### config.mk
export PLATFORM = sky130hd
export DESIGN_NAME = ring_vc_arbiter
export DESIGN_NICKNAME = d
export VERILOG_FILES = /design/src/rtl/ring_vc_arbiter.sv
export SDC_FILE = /design/constraint.sdc
export NUM_CORES = 1
export LEC_CHECK = 0
export BUFFER_PORTS_ARGS = -buffer_cell sky130_fd_sc_hd__buf_2
export CORE_MARGIN = 10
export CORE_UTILIZATION = 50
export DETAILED_ROUTE_END_ITERATION = 10
export GPL_TIMING_DRIVEN = 0
export PLACE_DENSITY = 0.83
export SYNTH_ARGS = -nofsm -noshare
export SYNTH_HDL_FRONTEND = slang
export SYNTH_SLANG_ARGS = --single-unit
### constraint.sdc
create_clock -name clk -period 2.5 [get_ports clk]
set_input_delay 0.25 -clock clk [delete_from_list [all_inputs] [get_ports clk]]
set_output_delay 0.25 -clock clk [all_outputs]
set_load 0.01 [all_outputs]
### src/rtl/ring_vc_arbiter.sv
// ring_vc_arbiter: output-channel arbiter for one ring router port.
// Two requesters (upstream pass-through and local NIC injection) share one
// outgoing link through two single-entry virtual-channel buffers. A
// free-running polarity bit selects which VC fills and which drains each
// cycle, so one load and one unload can happen in the same cycle.
module ring_vc_arbiter #(
  parameter int DW     = 64,
  parameter int VC_BIT = 63
) (
  input  logic          clk,
  input  logic          reset,
  output logic          polarity,
  input  logic          in0_si,
  output logic          in0_ri,
  input  logic [DW-1:0] in0_di,
  input  logic          in1_si,
  output logic          in1_ri,
  input  logic [DW-1:0] in1_di,
  output logic          out_so,
  input  logic          out_ro,
  output logic [DW-1:0] out_do
);

  logic          polarity_q;
  logic          polarity_d;
  logic [1:0]    valid_q;
  logic [1:0]    valid_d;
  logic [DW-1:0] buf_q [2];
  logic [DW-1:0] buf_d [2];
  logic [1:0]    rrPtr_q;
  logic [1:0]    rrPtr_d;

  logic          fillVc;
  logic          drainVc;
  logic          fillFree;
  logic          elig0;
  logic          elig1;
  logic          grant0;
  logic          grant1;
  logic          fillFire;
  logic [DW-1:0] fillData;
  logic          drainFire;

  assign fillVc  = polarity_q;
  assign drainVc = ~polarity_q;

  // Work out which requester (if any) wins the filling VC this cycle
  always_comb begin
    fillFree = ~valid_q[fillVc];
    elig0    = in0_si & (in0_di[VC_BIT] == fillVc) & fillFree;
    elig1    = in1_si & (in1_di[VC_BIT] == fillVc) & fillFree;
    grant0   = elig0 & (~elig1 | ~rrPtr_q[fillVc]);
    grant1   = elig1 & (~elig0 |  rrPtr_q[fillVc]);
    fillFire = grant0 | grant1;
    fillData = grant0 ? in0_di : in1_di;
  end

  // Grants are suppressed while reset is held so no handshake can complete
  always_comb begin
    in0_ri = grant0 & reset;
    in1_ri = grant1 & reset;
  end

  // Present the draining VC downstream; data reads as zero when empty
  always_comb begin
    out_so    = valid_q[drainVc];
    out_do    = valid_q[drainVc] ? buf_q[drainVc] : '0;
    drainFire = valid_q[drainVc] & out_ro;
    polarity  = polarity_q;
  end

  // Next-state for buffers and round-robin pointers: fill and drain touch different VCs
  always_comb begin
    polarity_d = ~polarity_q;
    valid_d    = valid_q;
    rrPtr_d    = rrPtr_q;
    buf_d[0]   = buf_q[0];
    buf_d[1]   = buf_q[1];
    if (fillFire) begin
      buf_d[fillVc]   = fillData;
      valid_d[fillVc] = 1'b1;
      rrPtr_d[fillVc] = grant0;
    end
    if (drainFire) begin
      valid_d[drainVc] = 1'b0;
    end
  end

  // State register; reset discards any buffered packets
  always_ff @(posedge clk or negedge reset) begin
    if (!reset) begin
      polarity_q <= 1'b0;
      valid_q    <= 2'b00;
      rrPtr_q    <= 2'b00;
      buf_q[0]   <= '0;
      buf_q[1]   <= '0;
    end else begin
      polarity_q <= polarity_d;
      valid_q    <= valid_d;
      rrPtr_q    <= rrPtr_d;
      buf_q[0]   <= buf_d[0];
      buf_q[1]   <= buf_d[1];
    end
  end

endmodule

==> flow_summary_export.csv, run 1 <==
group,metric,value,unit
status,outcome,"completed",
power,p_switching,2.03,mW
detailed_routing,drt_pass1_iterations,5,
worst_setup_path,cp.arrival,2.13,ns
synthesis,synth_top_area_cell,"dfrtp_1",
synthesis,yosysUniqueCellTypes,29,
floorplan,die_h,137,µm
floorplan,die_w,137,µm
detailed_routing,ant_nets,0,
synthesis,ys.flop_type,"dfrtp_1",
finish,finalInstanceArea,0.00887,mm²
detailed_routing,vias,6600,
power,clockPowerShare,39.5,%
detailed_routing,route.detailed.drc,0,
placed_design,globalplace.congestion,0.846,
cts,cts_root_buffer,"clkbuf_16",
worst_setup_path,path_class,"flop to output pin",
power,power.internal,5.18,mW
cts,cts_tree,"built",
global_route,track_usage,22.0,%
detailed_routing,drt-total-wl,21.3,mm
sta,drv_slew,0,
finish,area_growth,29.3,%
sta,slew_headroom,55.8,%
power,ir_drop,0.435,mV
synthesis,ys_seq_area_share,48.5,%
floorplan,coreArea,0.0133,mm²
sta,maxClockFrequency,420,MHz
global_route,first_global_vias,6686,
synthesis,yosysTopAreaCellShare,48.5,%
worst_hold_path,hold_class,"input port to flop",
synthesis,synth.area.top_cells,"dfrtp_1 49%, a31oi_1 11%, nor2_1 11%, mux2i_1 9.5%, or3b_1 8.0%",
power,fin_total_pwr,7.21,mW
placed_design,dpl_cell_area,0.00811,mm²
synthesis,netlist_area,0.00686,mm²
worst_setup_path,required,2.25,ns
placed_design,port_buffers,200,
sta,final.period_utilization,95.2,%
global_route,grt_max_degree,106,
floorplan,start_util,51.4,%
detailed_routing,drt-initial-drc-count,374,
finish,nNetsFinal,1100,
sta,setup_viol,0,
sta,rsz0062_at_grt,"false",
job,maxCapViolCount,0,
power,p_seq_share,39.0,%
cts,path_clk_slew,0.06,ns
global_route,grt_overflow_total,0,
power,comb_power_share,21.5,%
synthesis,yosysWarnings,0,
worst_setup_path,cp_max_fo,19,
finish,num-fill-cells,1116,
cts,htreeDepth,4,
worst_setup_path,endpoint_kind,"output pin",
sta,tightest_slew,0.663,ns
placed_design,dp_hpwl,15.3,mm
floorplan,io_pins,201,
sta,fin_crit,2.38,ns
cts,ctsLongestPathBuffers,2,
synthesis,ys_ff_latch,133,
synthesis,async_flop_share,100,%
cts,insertion_delay,0.41,ns
power,p_leak,4.37,nW
synthesis,synth_common_cells,"193 x nor2_1, 133 x dfrtp_1, 126 x a31oi_1, 65 x mux2i_1, 63 x or3b_1",
synthesis,syn_avg_cell_area,9.23,µm²
finish,drive_above_1_share,26.5,%
cts,cts_sinks,133,
power,swShare,28.1,%
floorplan,dieArea,0.0188,mm²
detailed_routing,wl_per_cell,18.4,µm
synthesis,synthCells,743,
cts,cts_buffers,17,
global_route,grt_pass1_wl,33.0,mm
synthesis,synth_nets,876,
synthesis,synth_edf_count,0,
sta,finalClockSkew,0.00892,ns
sta,tns,0,ns
worst_setup_path,start_kind,"flop",
sta,hold_violations,0,
synthesis,synth.most_common_cell,"nor2_1",
global_route,antenna_found_initial,0,
floorplan,placementRows,42,
detailed_routing,vias_per_cell,5.70,
power,pwr_density_cell,813,mW/mm²
## cell type report
class,instances,area (µm²),share of cell area (%)
flip-flops and latches,133,3330,37.5
multi-input cells,534,3180,35.9
repair buffers,207,1100,12.4
clock buffers,23,468,5.28
plain buffers,69,350,3.95
well taps,176,220,2.48
clock inverters,9,198,2.23
inverters,5,18.8,0.212
diodes,1,2.50,0.0282
## through the flow
step / worst slack (ns) / utilization [%] / hold slack (ns) / instances
final: 0.120 / 66.5 / 0.140 / 1157
after global routing: 0.00691 / 66.4 / 0.140 / 1156
after CTS: 0.00583 / 65.9 / 0.125 / 1151
after detailed placement: -0.0715 / 60.8 / 0.139 / 1120
after global placement: -0.926 / 60.5 / 0.452 / 1119
after floorplan: 0.650 / - / -0.0456 / 743
## state kept, by name (all words and copies together) (netlist names)
name,cells
valid_q,2
rrPtr_q,2
polarity,1
buf_q,128
## path summary, 6_finish.rpt
path                                            start                     end  slack, ns  depth (start not counted)
worst max-delay path               polarity$_DFF_PN0_                  in0_ri       0.12                          6
worst min-delay path                       in0_di[63]  rrPtr_q[1]$_DFFE_PN0P_       0.14                          2
worst max register to register     polarity$_DFF_PN0_   buf_q[70]$_DFFE_PN0P_       0.25                          6
worst min register to register  buf_q[63]$_DFFE_PN0P_   buf_q[63]$_DFFE_PN0P_       0.47                          1
max in group asynchronous                       reset  rrPtr_q[0]$_DFFE_PN0P_       1.60                          3
min in group asynchronous                       reset    buf_q[4]$_DFFE_PN0P_       0.28                          2
## kinds of logic (layout without fill, tap and decap cells)
| kind of cell | Yosys count | after routing | share of synthesized area (%) |
|---|---|---|---|
| other cells | 0 | 1 | 0 |
| simple gates | 268 | 268 | 19.5 |
| flops | 133 | 133 | 48.5 |
| buf+inv | 76 | 313 | 5.04 |
| mux | 65 | 65 | 9.49 |
| compound gates | 201 | 201 | 17.4 |
## critical path: stages, from the launching register on
cell and delay [ns]:
dfrtp_1 0.42, clkbuf_4 0.22, o32a_1 0.37, buf_6 0.19, nor2_1 0.18, and2_1 0.19, buf_2 0.14
## metal layers
metal | GRT usage, % | share of wire [%] | vias to the layer above
met5 | 0 | 0 | -
met4 | 6.91 | 1.4 | 0
met3 | 4.91 | 7.7 | 29
met2 | 37.1 | 49 | 289
met1 | 27.4 | 42 | 3163
li1 | - | - | 3119
## layout by cell type, fill, tap and decap left out, drive strengths merged
cell type,count
clkinv,2
nand4,1
diode,1
dlygate4sd3,1
o2bb2ai,1
bufinv,6
o32ai,1
a21o,1
a31o,1
nor2,193
or3b,63
o21ai,65
nand2,4
o32a,1
or2,1
a31oi,126
a22oi,1
and2,1
nor2b,1
dfrtp,133
o2111ai,1
o31ai,1
nand2b,3
mux2i,65
nor3,1
a21boi,1
inv,5
clkbuf,78
buf,220
clkinvlp,1
a21oi,1
## power groups by stage
| stage | clock network, mW | logic (mW) | registers, mW |
|---|---|---|---|
| floorplan | 0 | 0.965 | 2.78 |
| global placement | 0 | 1.50 | 2.81 |
| detailed placement | 0 | 1.53 | 2.84 |
| CTS | 2.85 | 1.55 | 2.81 |
| global route | 2.95 | 1.74 | 2.86 |
| finish | 2.85 | 1.55 | 2.81 |
## timing repair
| item | CTS | global route |
|---|---|---|
| buffers inserted | 0 | 4 |
| hold buffers | 1 | 0 |
| endpoints found under the setup margin | 54 | 58 |
| hold endpoints to repair | 30 | 0 |
| gates resized for setup | 10 | 10 |
| cloned | 0 | 1 |
Note: power is estimated with default switching activity, not from simulation.
==> inputs of run 2 (changes only) <==
--- a/config.mk
+++ b/config.mk
@@ -7,10 +7,10 @@
 export LEC_CHECK = 0
 export BUFFER_PORTS_ARGS = -buffer_cell sky130_fd_sc_hd__buf_2
 export CORE_MARGIN = 10
-export CORE_UTILIZATION = 50
+export CORE_UTILIZATION = 55
 export DETAILED_ROUTE_END_ITERATION = 10
 export GPL_TIMING_DRIVEN = 0
-export PLACE_DENSITY = 0.83
+export PLACE_DENSITY = 0.89
 export SYNTH_ARGS = -nofsm -noshare
 export SYNTH_HDL_FRONTEND = slang
 export SYNTH_SLANG_ARGS = --single-unit
==> run 2 against run 1 <==
Net effect: combinational power about the same; design area decreased by 1.3%; clock-buffer cell count decreased by 2; critical endpoint is now out_do[50].
==> flow_summary_export.csv, run 2 (synthesis results as in run 1) <==
group,metric,value,unit
sta,hold_violations,0,
worst_setup_path,reg2reg_depth,6,
finish,final_util,72.3,%
finish,drive_above_1_share,26.5,%
power,power.internal,4.85,mW
detailed_routing,vias_per_cell,5.77,
cts,cts_root_buffer,"clkbuf_16",
floorplan,dieArea,0.0173,mm²
power,p_seq_share,40.8,%
finish,regMostFlops,"buf_q",
sta,slew_headroom,53.2,%
finish,finalInstanceArea,0.00876,mm²
sta,maxClockFrequency,417,MHz
global_route,antenna_found_initial,1,
floorplan,die_h,132,µm
sta,final.period_utilization,95.8,%
sta,rsz0062_at_grt,"false",
finish,area_growth,27.7,%
worst_hold_path,whs_endpoint,"rrPtr_q[1]$_DFFE_PN0P_",
global_route,first_global_vias,6814,
detailed_routing,wl_per_cell,18.4,µm
power,comb_power_share,22.4,%
cts,ctsLongestPathBuffers,2,
power,swShare,29.7,%
worst_setup_path,cp_max_fo,10,
placed_design,dp_hpwl,15.3,mm
floorplan,placementRows,40,
finish,num-fill-cells,937,
detailed_routing,drt-initial-drc-count,563,
sta,layout_setup_ws,0.105,ns
floorplan,start_util,56.6,%
power,ir_drop,0.382,mV
floorplan,die_w,132,µm
finish,final_cell_mix,"204 x buf_2, 193 x nor2_1, 133 x dfrtp_1",
cts,cts_tree,"built",
sta,setup_viol,0,
sta,fin_crit,2.40,ns
global_route,grt_pass1_wl,33.9,mm
finish,reg.largest.list,"buf_q: 128 flops, rrPtr_q: 2 flops, valid_q: 2 flops",
worst_setup_path,path_class,"flop to output pin",
finish,largest_reg_flops,128,
finish,layout_commonest_cell,"buf_2",
cts,htreeDepth,4,
finish,nNetsFinal,1098,
cts,insertion_delay,0.41,ns
worst_setup_path,r2r-start,"polarity$_DFF_PN0_",
worst_setup_path,cpPeakStageDelay,0.40,ns
floorplan,coreArea,0.0121,mm²
worst_setup_path,cp_cell_sequence,"clkbuf_4, mux2i_1, clkbuf_4, buf_2, nor2_1, buf_2",
global_route,grt_max_degree,76,
cts,cts_sinks,133,
detailed_routing,vias,6618,
worst_hold_path,worstHoldStart,"in0_di[63]",
power,pwr_density_cell,788,mW/mm²
detailed_routing,drt-total-wl,21.1,mm
detailed_routing,ant_nets,0,
worst_setup_path,reg2reg_slack,0.26,ns
power,p_switching,2.05,mW
status,outcome,"completed",
worst_setup_path,cp.arrival,2.15,ns
worst_setup_path,worstReg2RegEnd,"buf_q[69]$_DFFE_PN0P_",
placed_design,post-place-ws,-0.0319,ns
worst_setup_path,crit_slowest_cell,"dfrtp_1",
sta,finalClockSkew,0.00749,ns
worst_hold_path,hold_path_depth,2,
worst_setup_path,required,2.25,ns
worst_hold_path,hold_class,"input port to flop",
job,maxCapViolCount,0,
placed_design,dpl_cell_area,0.00810,mm²
placed_design,port_buffers,200,
power,p_leak,4.32,nW
floorplan,io_pins,201,
detailed_routing,route.detailed.drc,0,
worst_setup_path,start_kind,"flop",
global_route,grt_overflow_total,0,
worst_setup_path,endpoint_kind,"output pin",
cts,cts_buffers,17,
global_route,track_usage,23.6,%
sta,drv_slew,0,
sta,tightest_slew,0.702,ns
detailed_routing,drt_pass1_iterations,5,
power,clockPowerShare,36.9,%
cts,path_clk_slew,0.05,ns
placed_design,globalplace.congestion,0.823,
-- run 2: cell count changes in the layout (fill, tap and decap cells not counted), sizes merged --
| cell | delta |
|---|---|
| buf | -1 |
| inv | +1 |
| bufinv | -3 |
| clkbuf | -3 |
| clkinv | +4 |
-- run 2: final cells by class --
cell class,count,area [µm²],area share (%)
clock inverters,11,151,1.73
flip-flops and latches,133,3330,38.0
inverters,5,18.8,0.214
well taps,168,210,2.40
multi-input cells,534,3180,36.4
clock buffers,21,450,5.14
repair buffers,205,1070,12.2
diodes,1,2.50,0.0286
plain buffers,69,345,3.94
-- run 2: power groups by stage --
stage | logic, mW | clock network (mW) | registers [mW]
6_report | 1.54 | 2.54 | 2.82
5_1_grt | 1.74 | 2.63 | 2.87
4_1_cts | 1.55 | 2.55 | 2.81
3_5_place_dp | 1.53 | 0 | 2.85
3_3_place_gp | 1.48 | 0 | 2.81
2_1_floorplan | 0.965 | 0 | 2.78
-- run 2: per-stage QoR --
step	setup TNS [ns]	hold WS [ns]	power, mW	instances
2_1_floorplan	0	-0.0456	3.75	743
3_3_place_gp	-63.11	0.452	4.30	1111
3_5_place_dp	-0.0474	0.312	4.38	1112
4_1_cts	0	0.124	6.91	1143
5_1_grt	0	0.148	7.23	1147
6_report	0	0.136	6.90	1147
-- run 2: metal layers --
layer	wire (µm)	track usage, %	vias up
li1	-	-	3116
met2	10500	39.7	310
met1	8700	29.0	3156
met3	1460	4.57	36
met4	465	9.70	0
met5	0	0	-
-- run 2: timing repair --
action / CTS / global route
hold endpoints to repair: 73 / 0
hold buffers: 1 / 0
resized for setup: 9 / 8
endpoints found under the setup margin: 54 / 51
buffers inserted: 0 / 3
-- run 2: critical path: cells and delay by family, from the launching register on --
kind / cells / cell delay, ns
multiplexers: 1 / 0.25
flip-flops: 1 / 0.40
buffers and inverters: 4 / 0.95
AND/OR/NAND/NOR: 1 / 0.12
-- run 2: worst max path at each step --
| stage | start | endpoint | slack (ns) | cells after the start |
|---|---|---|---|---|
| after floorplan | polarity$_DFF_PN0_ | in0_ri | 0.65 | 6 |
| after global placement | reset | in1_ri | -0.87 | 4 |
| after detailed placement | polarity$_DFF_PN0_ | out_do[50] | -0.03 | 6 |
| after CTS | polarity$_DFF_PN0_ | out_do[50] | 0.01 | 6 |
| after global routing | polarity$_DFF_PN0_ | out_do[34] | 0.01 | 6 |
| final | polarity$_DFF_PN0_ | out_do[50] | 0.10 | 6 |
==> inputs of run 3 (changes only) <==
--- a/config.mk
+++ b/config.mk
@@ -6,6 +6,7 @@
 export NUM_CORES = 1
 export LEC_CHECK = 0
 export BUFFER_PORTS_ARGS = -buffer_cell sky130_fd_sc_hd__buf_2
+export CORE_ASPECT_RATIO = 2
 export CORE_MARGIN = 10
 export CORE_UTILIZATION = 55
 export DETAILED_ROUTE_END_ITERATION = 10
==> run 3 against run 2 <==
Net effect: die area grew 1.6%; non-clock buffer count is 2 lower; final cell count down 1.6%; combinational power is essentially flat; register-to-register slack better by 0.04 ns; clock-buffer cell count down 2; sequential share of layout area rose by 0.065 points; clock power up 2%; flip-flop and latch count is the same; largest cell class unchanged; largest power group unchanged; highest routed layer is now met5.
==> flow_summary_export.csv, run 3 (synthesis results as in run 1) <==
group,metric,value,unit
finish,stdcell_count,1129,
power,p_leak,4.30,nW
worst_setup_path,reg2reg_slack,0.30,ns
sta,setup_viol,0,
job,maxCapViolCount,0,
sta,layout_setup_ws,0.105,ns
sta,final.period_utilization,95.8,%
worst_hold_path,whs_endpoint,"rrPtr_q[1]$_DFFE_PN0P_",
finish,drive_above_1_share,26.6,%
worst_setup_path,path_class,"flop to output pin",
cts,insertion_delay,0.42,ns
detailed_routing,wl_per_cell,19.8,µm
placed_design,post-place-ws,0.0316,ns
sta,hold_violations,0,
finish,nNetsFinal,1096,
worst_setup_path,r2r-start,"polarity$_DFF_PN0_",
placed_design,port_buffers,200,
sta,rsz0062_at_grt,"false",
power,pwr_density_cell,796,mW/mm²
detailed_routing,ant_nets,0,
global_route,grt_overflow_total,0,
placed_design,dp_hpwl,16.6,mm
sta,fin_crit,2.40,ns
global_route,grt_max_degree,71,
floorplan,coreArea,0.0122,mm²
global_route,track_usage,24.7,%
worst_setup_path,required,2.25,ns
status,outcome,"completed",
cts,cts_sinks,133,
placed_design,globalplace.congestion,0.870,
finish,area_growth,27.5,%
worst_setup_path,crit_cells,6,
detailed_routing,route.detailed.drc,0,
worst_setup_path,cpMostUsedCell,"clkbuf_4",
worst_setup_path,endpoint_kind,"output pin",
floorplan,dieArea,0.0176,mm²
worst_hold_path,worstHoldStart,"in0_di[63]",
finish,num-fill-cells,951,
cts,ctsLongestPathBuffers,2,
global_route,grt_pass1_wl,35.1,mm
global_route,antenna_found_initial,3,
floorplan,io_pins,201,
worst_setup_path,reg2reg_depth,6,
cts,cts_tree,"built",
worst_hold_path,hold_path_depth,2,
worst_setup_path,crit_buf_inv,4,
worst_setup_path,crit_slowest_cell,"dfrtp_1",
worst_setup_path,crit_family,"buffers and inverters",
sta,maxClockFrequency,417,MHz
finish,final_cell_mix,"206 x buf_2, 193 x nor2_1, 133 x dfrtp_1",
detailed_routing,vias_per_cell,5.95,
worst_setup_path,start_kind,"flop",
sta,tightest_slew,0.625,ns
worst_setup_path,cpPeakStageDelay,0.41,ns
worst_setup_path,cp_max_fo,10,
sta,slew_headroom,58.3,%
worst_setup_path,worstReg2RegEnd,"buf_q[60]$_DFFE_PN0P_",
cts,path_clk_slew,0.06,ns
finish,regMostFlops,"buf_q",
detailed_routing,drt_pass1_iterations,5,
worst_setup_path,cp_cell_sequence,"clkbuf_4, mux2i_1, clkbuf_4, clkbuf_2, nor2_1, buf_2",
sta,finalClockSkew,0.00855,ns
cts,htreeDepth,4,
detailed_routing,vias,6717,
floorplan,die_h,178,µm
finish,reg.largest.list,"buf_q: 128 flops, rrPtr_q: 2 flops, valid_q: 2 flops",
floorplan,die_w,99.0,µm
power,ir_drop,0.619,mV
floorplan,start_util,56.2,%
floorplan,placementRows,57,
detailed_routing,drt-initial-drc-count,365,
global_route,first_global_vias,7083,
cts,cts_buffers,17,
detailed_routing,drt-total-wl,22.4,mm
finish,layout_commonest_cell,"buf_2",
worst_hold_path,hold_class,"input port to flop",
placed_design,numPlacedInstances,1091,
cts,cts_root_buffer,"clkbuf_16",
finish,largest_reg_flops,128,
sta,drv_slew,0,
worst_setup_path,cp.arrival,2.15,ns
[run 3: cell types whose count changed in the layout (fill, tap and decap cells not counted)]
cell        before  now
clkbuf_4         4    3
inv_6            1    4
diode_2          1    6
clkinv_2         2    0
clkbuf_2         7    6
buf_2          204  206
clkbuf_1        46   43
clkinv_4         4    1
buf_4            4    3
clkinvlp_4       1    5
[run 3: layer usage]
| metal | up-vias | wire length (µm) | track usage [%] |
|---|---|---|---|
| met1 | 3228 | 7710 | 24.7 |
| met4 | 2 | 1050 | 16.4 |
| met2 | 295 | 12400 | 44.7 |
| met5 | - | 18 | 0 |
| li1 | 3110 | - | - |
| met3 | 82 | 1210 | 4.91 |
[run 3: layout make-up]
class | instances | area [µm²] | area share (%)
diodes | 6 | 15.0 | 0.172
plain buffers | 69 | 347 | 3.96
clock buffers | 19 | 443 | 5.07
clock inverters | 13 | 171 | 1.96
inverters | 5 | 18.8 | 0.215
multi-input cells | 534 | 3180 | 36.4
flip-flops and latches | 133 | 3330 | 38.1
well taps | 147 | 184 | 2.10
repair buffers | 203 | 1050 | 12.0
[run 3: power by group]
part	total (mW)	leakage, nW	internal, mW	switching, mW
Combinational	1.56	2.53	0.663	0.895
Sequential	2.81	1.48	2.58	0.227
Clock	2.59	0.283	1.61	0.985
[run 3: worst register-to-register path, stage by stage (launching register included)]
cell      delay [ns]
dfrtp_1         0.41
clkbuf_4        0.26
o32a_1          0.21
clkbuf_1        0.38
clkbuf_1        0.46
o21ai_1         0.18
a31oi_1         0.22
[run 3: through the flow]
step | setup TNS, ns | power (mW) | area, µm² | utilization [%] | hold WS [ns]
after floorplan | 0 | 3.75 | 6860 | - | -0.0456
after global routing | 0 | 7.28 | 8730 | 71.6 | 0.143
after detailed placement | 0 | 4.39 | 8080 | 66.2 | 0.273
after CTS | 0 | 6.96 | 8710 | 71.4 | 0.124
final | 0 | 6.96 | 8740 | 71.7 | 0.130
after global placement | -72.48 | 4.31 | 8040 | 65.9 | 0.451
[run 3: what timing repair did]
item	4_1_cts	5_1_grt
setup buffers	0	1
hold buffers	1	0
setup endpoints to repair	55	16
resized for setup	13	5
endpoints found under the hold margin	63	0
[run 3: worst max-delay path by stage]
stage | end | start | slack [ns]
floorplan | in0_ri | polarity$_DFF_PN0_ | 0.65
global placement | in1_ri | reset | -1.01
detailed placement | out_do[39] | polarity$_DFF_PN0_ | 0.03
CTS | out_do[12] | polarity$_DFF_PN0_ | 0.007
global route | out_do[39] | polarity$_DFF_PN0_ | 0.03
finish | out_do[39] | polarity$_DFF_PN0_ | 0.10
